File: src/rtl/fetch_align_queue.sv
// Halfword-granular realignment queue between fetch and decode.
// Accepts aligned 32-bit fetch words and presents one RVC or 32-bit instruction per handshake.
module fetch_align_queue #(
  parameter  int unsigned DEPTH_WORDS = 4,
  localparam int unsigned CNT_W       = $clog2(2 * DEPTH_WORDS) + 1
) (
  input  logic             clk,
  input  logic             rst_n,
  input  logic             flush_i,
  input  logic             flush_half_i,
  input  logic             push_valid_i,
  input  logic [31:0]      push_data_i,
  output logic             push_ready_o,
  output logic             instr_valid_o,
  output logic [31:0]      instr_o,
  output logic             instr_compressed_o,
  input  logic             instr_ready_i,
  output logic [CNT_W-1:0] count_o
);

  localparam int unsigned NUM_HW = 2 * DEPTH_WORDS;
  localparam int unsigned PTR_W  = $clog2(NUM_HW);

  logic [15:0]      hw_q [NUM_HW];
  logic [PTR_W-1:0] rd_ptr_q, rd_ptr_d;
  logic [PTR_W-1:0] wr_ptr_q, wr_ptr_d;
  logic [CNT_W-1:0] count_q, count_d;
  logic             skip_low_q, skip_low_d;

  logic [15:0]      lo, hi;
  logic             lo_is32;
  logic             valid_c, comp_c, ready_c;
  logic             push_fire, pop_fire;
  logic [CNT_W-1:0] push_amt, pop_amt;

  // Head decode straight from storage; a new word becomes visible the cycle after its push.
  always_comb begin
    lo       = hw_q[rd_ptr_q];
    hi       = hw_q[rd_ptr_q + PTR_W'(1)];
    lo_is32  = (lo[1:0] == 2'b11);
    comp_c   = (count_q != '0) && !lo_is32;
    valid_c  = comp_c || ((count_q >= CNT_W'(2)) && lo_is32);
    ready_c  = (count_q <= CNT_W'(NUM_HW - 2));
    push_fire = push_valid_i && ready_c;
    pop_fire  = valid_c && instr_ready_i;
    push_amt  = push_fire ? (skip_low_q ? CNT_W'(1) : CNT_W'(2)) : '0;
    pop_amt   = pop_fire ? (comp_c ? CNT_W'(1) : CNT_W'(2)) : '0;
  end

  // Next-state: flush wins over any concurrent push/pop.
  always_comb begin
    rd_ptr_d   = rd_ptr_q;
    wr_ptr_d   = wr_ptr_q;
    count_d    = count_q;
    skip_low_d = skip_low_q;
    if (flush_i) begin
      rd_ptr_d   = '0;
      wr_ptr_d   = '0;
      count_d    = '0;
      skip_low_d = flush_half_i;
    end else begin
      rd_ptr_d = rd_ptr_q + PTR_W'(pop_amt);
      wr_ptr_d = wr_ptr_q + PTR_W'(push_amt);
      count_d  = count_q + push_amt - pop_amt;
      if (push_fire) skip_low_d = 1'b0;
    end
  end

  always_ff @(posedge clk) begin
    if (!rst_n) begin
      rd_ptr_q   <= '0;
      wr_ptr_q   <= '0;
      count_q    <= '0;
      skip_low_q <= 1'b0;
    end else begin
      rd_ptr_q   <= rd_ptr_d;
      wr_ptr_q   <= wr_ptr_d;
      count_q    <= count_d;
      skip_low_q <= skip_low_d;
    end
  end

  // Storage is intentionally not reset; count gates every read.
  always_ff @(posedge clk) begin
    if (push_fire && !flush_i) begin
      if (skip_low_q) begin
        hw_q[wr_ptr_q] <= push_data_i[31:16];
      end else begin
        hw_q[wr_ptr_q]               <= push_data_i[15:0];
        hw_q[wr_ptr_q + PTR_W'(1)]   <= push_data_i[31:16];
      end
    end
  end

  always_comb begin
    push_ready_o       = ready_c;
    instr_valid_o      = valid_c;
    instr_compressed_o = comp_c;
    instr_o            = !valid_c ? 32'h0 : (comp_c ? {16'h0, lo} : {hi, lo});
    count_o            = count_q;
  end

endmodule

File: config.mk
export PLATFORM = sky130hd
export DESIGN_NAME = fetch_align_queue
export DESIGN_NICKNAME = d
export VERILOG_FILES = /design/src/rtl/fetch_align_queue.sv
export SDC_FILE = /design/constraint.sdc
export NUM_CORES = 1
export LEC_CHECK = 0
export ABC_AREA = 1
export ABC_CLOCK_PERIOD_IN_PS = 3000
export BUFFER_PORTS_ARGS = -buffer_cell sky130_fd_sc_hd__clkbuf_2
export CELL_PAD_IN_SITES_DETAIL_PLACEMENT = 2
export CELL_PAD_IN_SITES_GLOBAL_PLACEMENT = 2
export CORE_ASPECT_RATIO = 2
export CORE_MARGIN = 2
export CORE_UTILIZATION = 33
export CTS_CLUSTER_SIZE = 20
export DETAILED_ROUTE_END_ITERATION = 8
export GPL_ROUTABILITY_DRIVEN = 0
export HOLD_SLACK_MARGIN = 0.06
export PLACE_DENSITY_LB_ADDON = 0.3
export SLEW_MARGIN = 5
export SYNTH_ARGS = -nofsm -noshare
export SYNTH_HDL_FRONTEND = slang
export SYNTH_SLANG_ARGS = --single-unit
File: constraint.sdc
create_clock -name clk -period 3 [get_ports clk]
set_input_delay 0 -clock clk [delete_from_list [all_inputs] [get_ports clk]]
set_output_delay 0 -clock clk [all_outputs]
set_load 0.02 [all_outputs]
Word level (Yosys, flattened, before mapping). Memories as Yosys holds them, arrays and structs flattened. A register that Yosys moved wholly into a read port is not among the register bits. Cells that the tools add are included.

Add/subtract/negate cells: 6. $lt $le $gt $ge: 2. Equal/unequal tests: 1. Multiplexer cells: 16. Bitwise gates (word level): 2. Reductions and logical operators: 11.

Operator list (number): 32-bit 2-to-1 mux (2); 16-bit 2-to-1 mux (1); 1-bit 2-to-1 mux (8); 2-bit 2-to-1 mux (4); 3-bit by 1-bit adder with 3-bit output (second input constant) (2); 3-bit by 2-bit adder with 3-bit output (2); 1-bit logical AND (5); 4-bit by 2-bit adder with 4-bit output (1); 4-bit by 2-bit >= comparator with 1-bit output (second input constant) (1); 4-bit by 3-bit less-or-equal comparator with 1-bit output (second input constant) (1); 4-bit nonzero test (1); 4-bit by 2-bit subtractor with 4-bit output (1); 3-bit 2-to-1 mux (1); 2-bit equality test (second input constant) (1); 1-bit zero test (2); 2-bit nonzero test (1); 2-bit OR reduction (1); 1-bit logical OR (1); 1-bit NOT (1); 1-bit OR (1).

Bits in registers: 11. Bits in writable memories: 128. Input bits: 38. Output and inout port bits: 39. Word-level logic and storage cells: 43. Memories: 1.

Memory list: hw_q (depth 8, bits a word 16, read ports 2, clocked after memory_dff 1, wr ports 2, RTL line 24) `logic [15:0] hw_q [NUM_HW];`.

Logic depth before layout (Yosys ltp). Gate-level depths: netlist of run 1.

Depth in word-level cells: 8. Gate-level depth with buffers: 17. Depth with buffers taken out: 16.

Worst setup path before layout of run 1. Ideal clock, no wire load.

Path type: flip-flop to flip-flop. Start point: reg count_q[3], in the netlist count_o[3]. End point: mem hw_q[0][0], enable pin. Setup time: 0.411 ns. Arrival: 2.836 ns. Data required time: 2.589 ns. Path slack: -0.247 ns. Cell stages (with the launch flop): 11. Path buffers: 1. Period minus slack after synthesis: 3.247 ns. Path through: dfxtp_1 > inv_1 > ha_1 > nand2_1 > inv_2 > nand2_2 > nand3_4 > nor2_8 > buf_2 > nand3_1 > o21ai_0.

RTL lines: start, declared (RTL line 27) `logic [CNT_W-1:0] count_q, count_d;`; start signal, assigned (RTL line 78) `count_q <= count_d;`; end, declared (RTL line 24).

==> results, run 1 <==
- The run finished with clean final reports.
- Pin placement for this block handled 77 I/O pins.
- Synthesis produced a netlist with a net count of roughly 1300.
- For hold timing, the worst endpoint is rd_ptr_q[0].
- The first-pass GRT wire length is about 64000 um.
- The final clock period utilization by the worst path is roughly 94%.
- After filler insertion, the fill cell instance count of the layout stands at 3384.
- The net count of the finished layout is between 1000 and 1500.
- After synthesis, the largest family of logic cells by area is simple AND/OR/NAND/NOR gates.
- In this run the worst hold path is classified as in -> reg.
- The longest clock path from root to sink contains 2 buffers.
- The analysis attributes to cell leakage a power of ~4.9 nW.
- Measured in cells, the most critical reg-to-reg path has a length of 12.
- The count of cells in the finished layout, fillers not included, comes to 1696.
- The die outline area is 30900 um2.
- Multiplexer cells account for 0% of the synthesized area.
- The reg-to-reg critical path endpoint is count_o[2].
- The largest net degree at the start of global routing is 129.
- Counting both buffers and inverters, the worst setup path holds a total of 3.
- Once the floorplan was initialized, standard cells occupied 33.6% of the core.
- The average vias per placed instance is 5.80.
- The count of clock tree sinks is 139.
- The cell count after synthesis came out at 1262.
- The quantity of I/O buffers inserted on ports is 76.
- The worst-case IR drop observed on VDD is between 0.0003 and 0.0004 V.
- The area growth from synthesis to layout is 15.3%.
- Counting flops and latches in the post-synthesis netlist gives ~140.
- The post-route minimum period is 2820 ps.
- The most used standard cell by instance count after synthesis is nand3_1.
- The initial antenna violation count was 2.
- Once placement completed, the tool counted placed cells totaling 1644.
- The number of enable-type register cells in the synthesized netlist is 128.
- The ratio of total power to cell area is approximately 660 nW/um2.
- The HPWL after detailed placement is 29400 um.
- Counting instances in the post-synthesis netlist gives the leading cell types as 299 x nand3_1, 255 x nand2_1, 128 x edfxtp_1.
- The area share of fa/ha/maj cells after synthesis is 2.12%.
- For this block, the via count after detailed routing is between 9000 and 10000.
- The DRC violation count after routing is 0.
- The floorplan step set the die width to 125 um.
- The critical path class is reg -> out.
- On the final layout, the worst clock skew is 14.7 ps.
- The post-synthesis instance area is 9700 um2.
- Summing all non-filler instances in the final layout gives an area of 11200 um2.
- By area the synthesized netlist is led by edfxtp_1 40%, nand3_1 15%, nand2_1 9.9%, o21ai_0 6.1%, nor2_1 3.8%.
- Cells with a size suffix above 1 make up 16.3% of the layout.
- After detailed routing, the average wire length per cell comes to between 20 and 25 um.
- Measured against its own limit, the worst slew margin works out to approximately a third.
- The area of the core is 28800 um2.
- The total power is ~7.3 mW.
- The detailed-router iteration count before antenna repair is 5.
- The area of placed instances is 10400 um2.
- The floorplan has 88 rows.
- The critical path goes through clkinv_4, buf_4, o21ai_0, a21oi_1, o21ai_0, nand2_1, nor2_1, clkbuf_2.
- The maximum fanout count along the critical path is 100.
- The via count of the first global-routing pass was 10500.
- By instance count, the cell type seen most on the critical path is o21ai_0.
- The final count of pins violating max slew is 0.
- After Yosys synthesis, XOR and XNOR cells account for less than 1% of the synthesized area.
- The final wirelength is 42300 um.
- In this run, distinct cell masters in the synthesized netlist total 34.
- The nature of the critical path endpoint is a primary output.
- The clock-pin slew of the registers on the worst-case setup and hold paths is 60 ps.
- The first routing iteration left roughly 710 violations.
- The area share of the largest cell type after synthesis is 39.6%.
- The Yosys step of the flow raised 0 warnings.
- The worst register-to-register path begins at rd_ptr_q[1].
- For this run, the leading register cell type out of synthesis is edfxtp_1.
- The setup check on the worst reg-to-reg path leaves a slack of 220 ps.
- The die height is 246 um.
- For this run, the slowest stage of the critical path takes 750 ps.
- Of all cell types, the one taking the most synthesized area is edfxtp_1.
- The number of H-tree levels is 4.
- Hold is met by 83.4 ps.
- The number of maximum-capacitance constraint violations is 0.
- Setup repair after global routing left no endpoint under its margin.
- The hold violation count in the final report was 0.
- The total CTS buffers is 17.
- For the pin with the worst max-slew slack, the measured transition is 1010 ps.
- The synthesized netlist devotes between 10% and 20% of its cell area to compound gates.
- Data on the critical path arrives at its endpoint at 2820 ps.
- The register area share after synthesis is between 40% and 50%.
- In this run the most critical hold path is launched from rst_n.
- After Yosys synthesis, and, or, nand and nor cells account for between 30% and 40% of the synthesized area.
- The average cell area after synthesis is 7.68 um2.
- The count of nets left with antenna violations once routing finished came out at 0.
- In the synthesized netlist the async set-or-reset flop fraction comes to 0%.
- The cell family contributing the most delay on the critical path is buffers and inverters.
- The clock latency on the worst-skew pair is 450 ps.
- The clock tree from TritonCTS is yes.
- The worst setup path is launched from a flop.
- Setup violations remaining at the end of the flow were counted as 0.
- The tree is rooted in a clkbuf_16.
- STA puts the critical path data required time at 3000 ps.
- The worst hold path was traced through 3 stages.
- Based on the critical path, the design can be clocked at up to 0.355 GHz.
- The library cell contributing the largest single delay on the critical path is buf_4.
- The leftover overflow at the end of global routing is 0.
- In the global route stage, overall resource usage came out at 27.6%.
-- flip-flops by register name, summed over array words and instances, names as in the netlist --
| name | count |
|---|---|
| count_o | 4 |
| hw_q | 128 |
| rd_ptr_q | 3 |
| skip_low_q | 1 |
| wr_ptr_q | 3 |
-- metal layers --
| layer | GRT usage [%] | up-vias | part of all wire [%] |
|---|---|---|---|
| met5 | 0 | - | 0 |
| met4 | 11.4 | 0 | 3.7 |
| met3 | 3.43 | 85 | 3.6 |
| met2 | 49.0 | 284 | 51 |
| met1 | 33.6 | 4993 | 41 |
| li1 | - | 4470 | - |
-- final cells by class --
class / count / area [um2] / share of cell area [%]
repair buffers: 143 / 957 / 8.56
well taps: 360 / 450 / 4.03
clock inverters: 15 / 151 / 1.35
flip-flops and latches: 139 / 4070 / 36.4
clock buffers: 17 / 425 / 3.80
inverters: 93 / 355 / 3.18
multi-input cells: 928 / 4770 / 42.7
diodes: 1 / 2.50 / 0.0224
-- worst max-delay path by stage --
stage                     start         end  depth (start not counted)
global route        rd_ptr_q[0]  count_o[2]                         16
global placement    rd_ptr_q[0]  count_o[2]                         12
finish              rd_ptr_q[0]  instr_o[9]                          8
floorplan            count_o[3]  hw_q[0][0]                         10
CTS                 rd_ptr_q[0]  count_o[2]                         12
detailed placement  rd_ptr_q[0]  count_o[2]                         12
-- cells by family after synthesis --
family | after synthesis
AO/OA/AOI/OAI | 215
buffers and inverters | 195
AND/OR/NAND/NOR | 694
XOR/XNOR | 5
adder cells (fa/ha/maj) | 14
flip-flops | 139
-- metrics by stage --
stage / setup TNS [ps] / util, % / setup WS [ps]
final: 0 / 38.8 / 179
after global routing: 0 / 38.7 / 16.8
after CTS: 0 / 38.7 / 31.1
after detailed placement: -4.13 / 36.1 / -4.13
after global placement: 0 / 36.1 / 125
after floorplan: -31640 / - / -247
-- report_power, final --
group	leakage (nW)	internal, mW	total (mW)	switching (mW)
registers	1.25	2.31	2.39	0.0766
logic	3.36	0.803	2.82	2.02
clock network	0.280	1.22	2.12	0.904
-- worst min-delay path, cell delays in order --
cell      delay [ps]
clkbuf_2          90
nand2_1          340
nor2_1            60
-- cell usage in the layout, fill, tap and decap left out, types with 6 or more instances in the layout --
cell and count:
nand3_1 299, nand2_1 255, edfxtp_1 128, o21ai_0 110, nor2_1 95, inv_1 86
clkbuf_2 76, a21oi_1 64, buf_4 46, dlygate4sd3_1 18, clkbuf_16 17, nand3b_2 16
a31oi_1 13, o221ai_1 13, ha_1 10, dfxtp_1 10, o21ai_2 8, nor2_4 7
clkinv_4 6, nand3_4 6
-- what timing repair did --
| action | 4_1_cts | 5_1_grt |
|---|---|---|
| hold buffers | 18 | 0 |
| endpoints found under the hold margin | 73 | 0 |
| buffers inserted | 0 | 1 |
| gates resized for setup | 1 | 3 |
| endpoints found under the setup margin | 2 | 6 |
| gates cloned | 0 | 0 |
Power figures use the tool's default switching activity.
==> run 2, diff against run 1 <==
--- a/config.mk
+++ b/config.mk
@@ -7,14 +7,14 @@
 export LEC_CHECK = 0
 export ABC_AREA = 1
 export ABC_CLOCK_PERIOD_IN_PS = 3000
-export BUFFER_PORTS_ARGS = -buffer_cell sky130_fd_sc_hd__clkbuf_2
 export CELL_PAD_IN_SITES_DETAIL_PLACEMENT = 2
 export CELL_PAD_IN_SITES_GLOBAL_PLACEMENT = 2
 export CORE_ASPECT_RATIO = 2
 export CORE_MARGIN = 2
-export CORE_UTILIZATION = 33
+export CORE_UTILIZATION = 35
 export CTS_CLUSTER_SIZE = 20
 export DETAILED_ROUTE_END_ITERATION = 8
+export DONT_BUFFER_PORTS = 1
 export GPL_ROUTABILITY_DRIVEN = 0
 export HOLD_SLACK_MARGIN = 0.06
 export PLACE_DENSITY_LB_ADDON = 0.3
==> run 2 against run 1 <==
Clock power is essentially flat. Global-route usage is 2.2 points higher. Clock skew decreased by 1.3 ps. Sequential power about the same. Final area rose by 1.2%. Sequential cell count unchanged. Sequential share of layout area down 0.42 points. Critical path depth is 5 higher. Die area shrank 5.6%. Clock-buffer cell count grew 2. Critical path type is now reg -> reg. Largest cell class unchanged.
==> results, run 2 (same netlist as run 1, synthesis figures left out) <==
- The flow ran to the end, and the final reports show no timing, DRC or antenna violations.
- The number of buffers between clock root and the deepest sink came to 2 (unchanged).
- The library cell contributing the largest single delay on the critical path is dlygate4sd3_1.
- The hold violation count in the final report is 0 (unchanged).
- The final HPWL from detailed placement was 28300 um (-3.9%).
- The die height is 239 um (-2.9%).
- The effective utilization at floorplan came to 35.3% (+1.7 points).
- The category of the worst setup path launch point is a flop.
- The number of antenna-violating nets in the routed design is 0 (unchanged).
- TritonCTS built the clock tree.
- The detailed-router iteration count before antenna repair is 5 (unchanged).
- The number of maximum-capacitance constraint violations is 0 (unchanged).
- The number of setup buffers added after CTS was 0 (unchanged).
- The total number of placement rows came to 86 (-2.3%).
- The relative slew slack came to 40.3% (+7.5 points).
- The highest ir drop seen on vdd is 0.000442 V (+18%).
- The net count of the finished layout is 1349 (-1.8%).
- The clock skew after layout came to 13.4 ps (-1.28 ps).
- Leaving out fill and tap cells, the most frequent cell in the layout is nand3_1.
- The ratio of total power to cell area was 647 nW/um2 (-1.3%).
- The first-pass GRT wire length came to 64000 um (-0.54%).
- The aggregate global-route resource usage came to 29.8% (+2.2 points).
- The final clock period utilization by the worst path came to 95.0% (+0.95 points).
- The total CTS buffers is 17 (unchanged).
- The summed area of non-filler cells in the final layout is 11300 um2 (+1.2%).
- In this run the worst setup path begins at count_o[2].
- The worst hold margin is 79.8 ps (-3.61 ps).
- The transition at the pin with the smallest max-transition slack is 895 ps (-113 ps).
- More flip-flops sit in one register than any other, and that register is hw_q.
- The met3 global-route usage was 3.40% (-0.026 points).
- The minimum setup slack in the final design came to 151 ps (-28.6 ps).
- The static leakage power is 4.81 nW (-1.6%).
- The horizontal die dimension is 122 um (-2.8%).
- The required time at the worst-slack endpoint was 3190 ps (+190 ps).
- The stage delay of the slowest cell on the critical path is 560 ps (-190 ps).
- The fraction of layout instances using a drive strength above 1 is 12.1% (-4.1 points).
- The worst register-to-register path begins at count_o[2].
- The leftover overflow at the end of global routing was 0 (unchanged).
- The number of endpoints failing setup at the final stage came to 0 (unchanged).
- In the layout the commonest cells are 299 x nand3_1, 255 x nand2_1, 128 x edfxtp_1, 110 x o21ai_0, 95 x nor2_1.
- The via count of the first global-routing pass is 10500 (+0.047%).
- The final count of pins violating max slew came to 0 (unchanged).
- The area occupied by multi-input gates came to 4760 um2 (-0.16%).
- The number of H-tree levels is 4 (unchanged).
- Setup repair after global routing left no endpoint under its margin.
- The worst setup path is captured at a flop.
- The average vias per placed instance was 5.81 (+0.23%).
- The routed length per instance was 25.4 um (+1.6%).
- The final wirelength is 42200 um (-0.30%).
- The post-route minimum period was 2850 ps (+28.6 ps).
- The critical path class is reg -> reg.
- The number of DRC markers after the initial detailed-route iteration is 580 (-18%).
- The area growth from synthesis to layout is 16.7%.
- The cell seen most often among critical-path stages is buf_4.
- The met2 layer usage reported by global route is 52.9% (+3.9 points).
- The global routing's busiest layer is met2.
- The count of clock tree sinks is 139 (unchanged).
- The area of the core came to 27400 um2 (-4.9%).
- The count of boundary I/O pins is 77 (unchanged).
- The clock latency on the worst-skew pair came to 450 ps (about the same).
- The launch point of the worst hold path is push_data_i[28].
- The largest net degree at the start of global routing is 109 (-16%).
- The clock-pin slew of the registers on the worst-case setup and hold paths is 70 ps (about the same).
- The sequential cell area in the final layout is 4070 um2 (about the same).
- The signal on the critical path passes through buf_4, ha_1, nand2_1, inv_2, nand2_2, nand3_4, nor2_8, buf_4, nand3_4, buf_4, nand3_1, nand2_1, dlygate4sd3_1.
- The quantity of I/O buffers inserted on ports is 0 (-100%).
- The total power came to 7.32 mW (about the same).
- The post-route core utilization is 41.2% (+2.5 points).
- The met1 track demand over resource came to 36.0% (+2.4 points).
- In this run the worst hold path is classified as in -> reg.
- The fmax is 0.351 GHz (-1.0%).
- The filler cell count in the final layout is 3221 (-4.8%).
- The tree is rooted in a clkbuf_16.
- The maximum fanout count along the critical path is 16 (-84%).
- The initial antenna violation count is 2 (unchanged).
- The critical path data arrival time is 3040 ps (+220 ps).
- The area of placed instances came to 10200 um2 (-2.0%).
- The die outline area came to 29100 um2 (-5.6%).
- The number of flip-flops under the largest register name is 128 (unchanged).
- The worst slack after detailed placement is 121 ps (+125 ps).
- The via count came to 9669 (-1.7%).
- The DRC violation count after routing is 0 (unchanged).
[run 2: final cells by class]
class                      instances  area share, %
multi-input combinational        928           42.1
antenna                            2         0.0442
clock inverter                    13           1.01
clock buffer                      19           4.20
sequential                       139           36.0
timing repair buffer             118           9.69
tap                              352           3.89
inverter                          93           3.12
[run 2: routing by layer]
metal	vias to the layer above	share of wire (%)
met4	0	3.9
met5	-	0
met2	245	52
met1	4930	41
li1	4414	-
met3	80	3.8
[run 2: where the power goes]
group / total, mW / switching (mW) / internal, mW
clock network: 2.15 / 0.909 / 1.24
registers: 2.39 / 0.0754 / 2.31
logic: 2.79 / 1.98 / 0.811
total: 7.32 / 2.97 / 4.36
[run 2: through the flow]
stage / instances / setup TNS [ps]
after global routing: 1664 / 0
after detailed placement: 1579 / 0
after global placement: 1579 / 0
final: 1664 / 0
after floorplan: 1262 / -31640
after CTS: 1662 / 0
[run 2: worst paths after layout]
path | endpoint | slack, ps | cells after the start
worst max register to register | hw_q[5][11] | 150 | 13
worst min-delay path | hw_q[0][12] | 80 | 4
worst min register to register | wr_ptr_q[2] | 650 | 2
worst max-delay path | hw_q[5][11] | 150 | 13
[run 2: what timing repair did]
action | 4_1_cts | 5_1_grt
endpoints found under the setup margin | 8 | 13
hold endpoints to repair | 136 | 0
resized for setup | 1 | 5
hold buffers | 51 | 0
pin swaps | 0 | 0
[run 2: worst max-delay path: cells and delay by family (launching register included)]
family	cells	cell delay (ps)
DFF	1	310
adders and majority gates	1	190
buffers and inverters	5	1300
and+or+nand+nor	7	780
==> run 3, diff against run 2 <==
--- a/config.mk
+++ b/config.mk
@@ -17,8 +17,7 @@
 export DONT_BUFFER_PORTS = 1
 export GPL_ROUTABILITY_DRIVEN = 0
 export HOLD_SLACK_MARGIN = 0.06
-export PLACE_DENSITY_LB_ADDON = 0.3
-export SLEW_MARGIN = 5
+export PLACE_DENSITY = 0.82
 export SYNTH_ARGS = -nofsm -noshare
 export SYNTH_HDL_FRONTEND = slang
 export SYNTH_SLANG_ARGS = --single-unit
==> run 3 against run 2 <==
Sequential cell count is the same. Via count increased by 5.2%. Register-to-register slack better by 50 ps. Critical path type is now reg -> out. Sequential share of layout area rose by 0.30 points. Non-clock buffer count did not move. Die area unchanged. Final area down 0.83%. Largest cell class unchanged. Cell count unchanged. Critical endpoint is now instr_o[25]. Largest power group unchanged. Worst hold slack better by 4.9 ps. Critical path depth down 3. Sequential power is essentially flat. Global-route usage up 2.4 points.
==> results, run 3 (same netlist as run 1, synthesis figures left out) <==
- The total number of placement rows is 86 (unchanged).
- The worst min-delay path class is in -> reg.
- The minimum setup slack in the final design is 94.6 ps (-56.2 ps).
- The DRC violation count after routing is 0 (unchanged).
- The largest net degree at the start of global routing was 129 (+18%).
- The number of maximum-capacitance constraint violations is 0 (unchanged).
- The fmax is 0.344 GHz (-1.9%).
- The via count of the first global-routing pass was 11200 (+6.2%).
- The required time at the worst-slack endpoint is 3000 ps (-190 ps).
- The number of endpoints failing setup at the final stage is 0 (unchanged).
- On the critical path, the stage with the largest delay is an instance of dfxtp_4.
- The ratio of total power to cell area was 649 nW/um2 (+0.25%).
- The signal on the critical path passes through buf_8, ha_1, inv_1, buf_12, nand3_1, nand2_1, nor2_1, a31oi_1, nor2_1, buf_4.
- The total CTS buffers is 17 (unchanged).
- The clock-pin slew of the registers on the worst-case setup and hold paths is 60 ps (about the same).
- The area of the core came to 27400 um2 (unchanged).
- The worst setup path is captured at a primary output.
- The number of H-tree levels is 4 (unchanged).
- The top cell types in the final layout, fill and taps aside, are 299 x nand3_1, 255 x nand2_1, 128 x edfxtp_1, 110 x o21ai_0, 96 x nor2_1.
- The count of boundary I/O pins is 77 (unchanged).
- Setup repair after global routing could not meet its margin everywhere.
- The critical path is of the reg -> out type.
- The detailed-router iteration count before antenna repair is 5 (unchanged).
- The reported net switching power is 3.09 mW (+4.1%).
- The switching fraction of total power is 42.4% (+1.9 points).
- The net count of the finished layout was 1349 (unchanged).
- Compared with the post-synthesis result, the final layout area differs by 15.7%.
- The maximum fanout count along the critical path is 46 (+30).
- The combinational group share of total power is 39.8% (+1.7 points).
- The routed length per instance is 28.3 um (+12%).
- The cell seen most often among critical-path stages is nor2_1.
- The initial antenna violation count was 2 (unchanged).
- The relative slew slack came to 53.3% (+13 points).
- The CTS root buffer is clkbuf_16.
- The highest ir drop seen on vdd came to 0.000364 V (-18%).
- The internal power consumption was 4.20 mW (-3.8%).
- The fraction of layout instances using a drive strength above 1 is 11.8% (-0.38 points).
- The transition at the pin with the smallest max-transition slack is 700 ps (-195 ps).
- The worst slack after detailed placement came to 41.9 ps (-79.3 ps).
- The horizontal die dimension is 122 um (unchanged).
- The number of antenna-violating nets in the routed design is 0 (unchanged).
- The category of the worst setup path launch point is a flop.
- The total power was 7.28 mW (-0.58%).
- The final clock period utilization by the worst path came to 96.8% (+1.9 points).
- The first-pass GRT wire length is 68700 um (+7.4%).
- The static leakage power was 4.77 nW (-0.97%).
- The number of buffers between clock root and the deepest sink is 2 (unchanged).
- The count of clock tree sinks is 139 (unchanged).
- The aggregate global-route resource usage is 32.2% (+2.4 points).
- The number of flip-flops under the largest register name is 128 (unchanged).
- Leaving out fill and tap cells, the most frequent cell in the layout is nand3_1.
- The number of DRC markers after the initial detailed-route iteration is 712 (+23%).
- The portion of total power attributed to sequential cells is 32.9% (+0.3 points).
- The clock skew after layout is 14.5 ps (+1.08 ps).
- TritonCTS built the clock tree.
- The register with the most flip-flops in the final layout is hw_q.
- The summed area of non-filler cells in the final layout was 11200 um2 (-0.83%).
- The hold violation count in the final report was 0 (unchanged).
- The quantity of I/O buffers inserted on ports is 0 (unchanged).
- The die outline area is 29100 um2 (unchanged).
- The area of placed instances is 10100 um2 (-0.76%).
- The critical path data arrival time came to 2910 ps (-130 ps).
- The average vias per placed instance came to 6.11 (+5.2%).
- The final count of pins violating max slew was 0 (unchanged).
- The die height is 239 um (unchanged).
- The final HPWL from detailed placement came to 28600 um (+1.1%).
- The clock latency on the worst-skew pair is 450 ps (about the same).
- The worst hold margin is 84.7 ps (+4.88 ps).
- The leftover overflow at the end of global routing is 0 (unchanged).
- The run finished with clean final reports.
- The clock share of power is 27.2% (-2.1 points).
- The post-route minimum period is 2910 ps (+56.2 ps).
- The via count is 10200 (+5.2%).
- The stage delay of the slowest cell on the critical path is 480 ps (-80 ps).
- The effective utilization at floorplan was 35.3% (unchanged).
- The final wirelength came to 47100 um (+12%).
## run 3: changes by cell type in the layout (fill, tap and decap cells not counted), moves of 2 or more
cell,change
dlygate4sd3_1,-5
buf_12,-3
clkinv_2,-3
o21ai_1,+6
clkinvlp_4,+4
inv_6,+2
o21ai_2,-6
clkinv_4,-2
buf_4,+6
clkinv_1,+2
## run 3: power by group through the flow
stage	logic (mW)	clock network [mW]	registers, mW
2_1_floorplan	1.85	0	2.41
3_3_place_gp	2.54	0	2.42
3_5_place_dp	2.66	0	2.43
4_1_cts	2.81	1.97	2.39
5_1_grt	3.16	2.04	2.41
6_report	2.90	1.98	2.40
## run 3: what timing repair did
action	in CTS	in global routing
setup endpoints to repair	6	30
cloned	0	1
gates resized for setup	0	8
setup buffers	0	8
pin swaps	0	1
hold buffers	46	0
endpoints found under the hold margin	138	0
## run 3: path summary, 6_finish.rpt
| kind | to | slack, ps | startpoint | cells after the start |
|---|---|---|---|---|
| setup / recovery | instr_o[25] | 90 | rd_ptr_q[0] | 10 |
| hold / removal | hw_q[5][12] | 80 | push_data_i[28] | 4 |
| setup reg to reg | count_o[2] | 200 | rd_ptr_q[0] | 16 |
| hold reg to reg | wr_ptr_q[2] | 650 | wr_ptr_q[2] | 2 |
## run 3: worst max-delay path: cells and delay by family (launching register included)
kind	cells	cell delay [ps]
buffers and inverters	4	910
adder cells (fa/ha/maj)	1	360
AND/OR/NAND/NOR	4	300
flip-flops	1	480
AO/OA/AOI/OAI	1	380
## run 3: area by class of cell
type,count,area [um2]
diodes,2,5.00
clock buffers,18,429
clock inverters,14,97.6
fillers,3154,16200
inverters,93,355
multi-input cells,928,4740
flip-flops and latches,139,4070
well taps,352,440
repair buffers,118,1090
## run 3: per-layer routing
layer  global-route usage, %  part of all wire (%)  up-vias
met5                       0                 0.019        -
met4                    19.6                   5.6        2
met3                    5.29                   6.4      150
met2                    57.7                    53      459
met1                    35.0                    35     5137
li1                        -                     -     4420
## run 3: stage by stage
stage / utilization [%] / std cells / TNS, ps
finish: 40.9 / 1664 / 0
detailed placement: 36.9 / 1575 / 0
floorplan: - / 1262 / -31640
global placement: 36.9 / 1575 / 0
CTS: 40.5 / 1653 / -207
global route: 40.9 / 1664 / -15.5
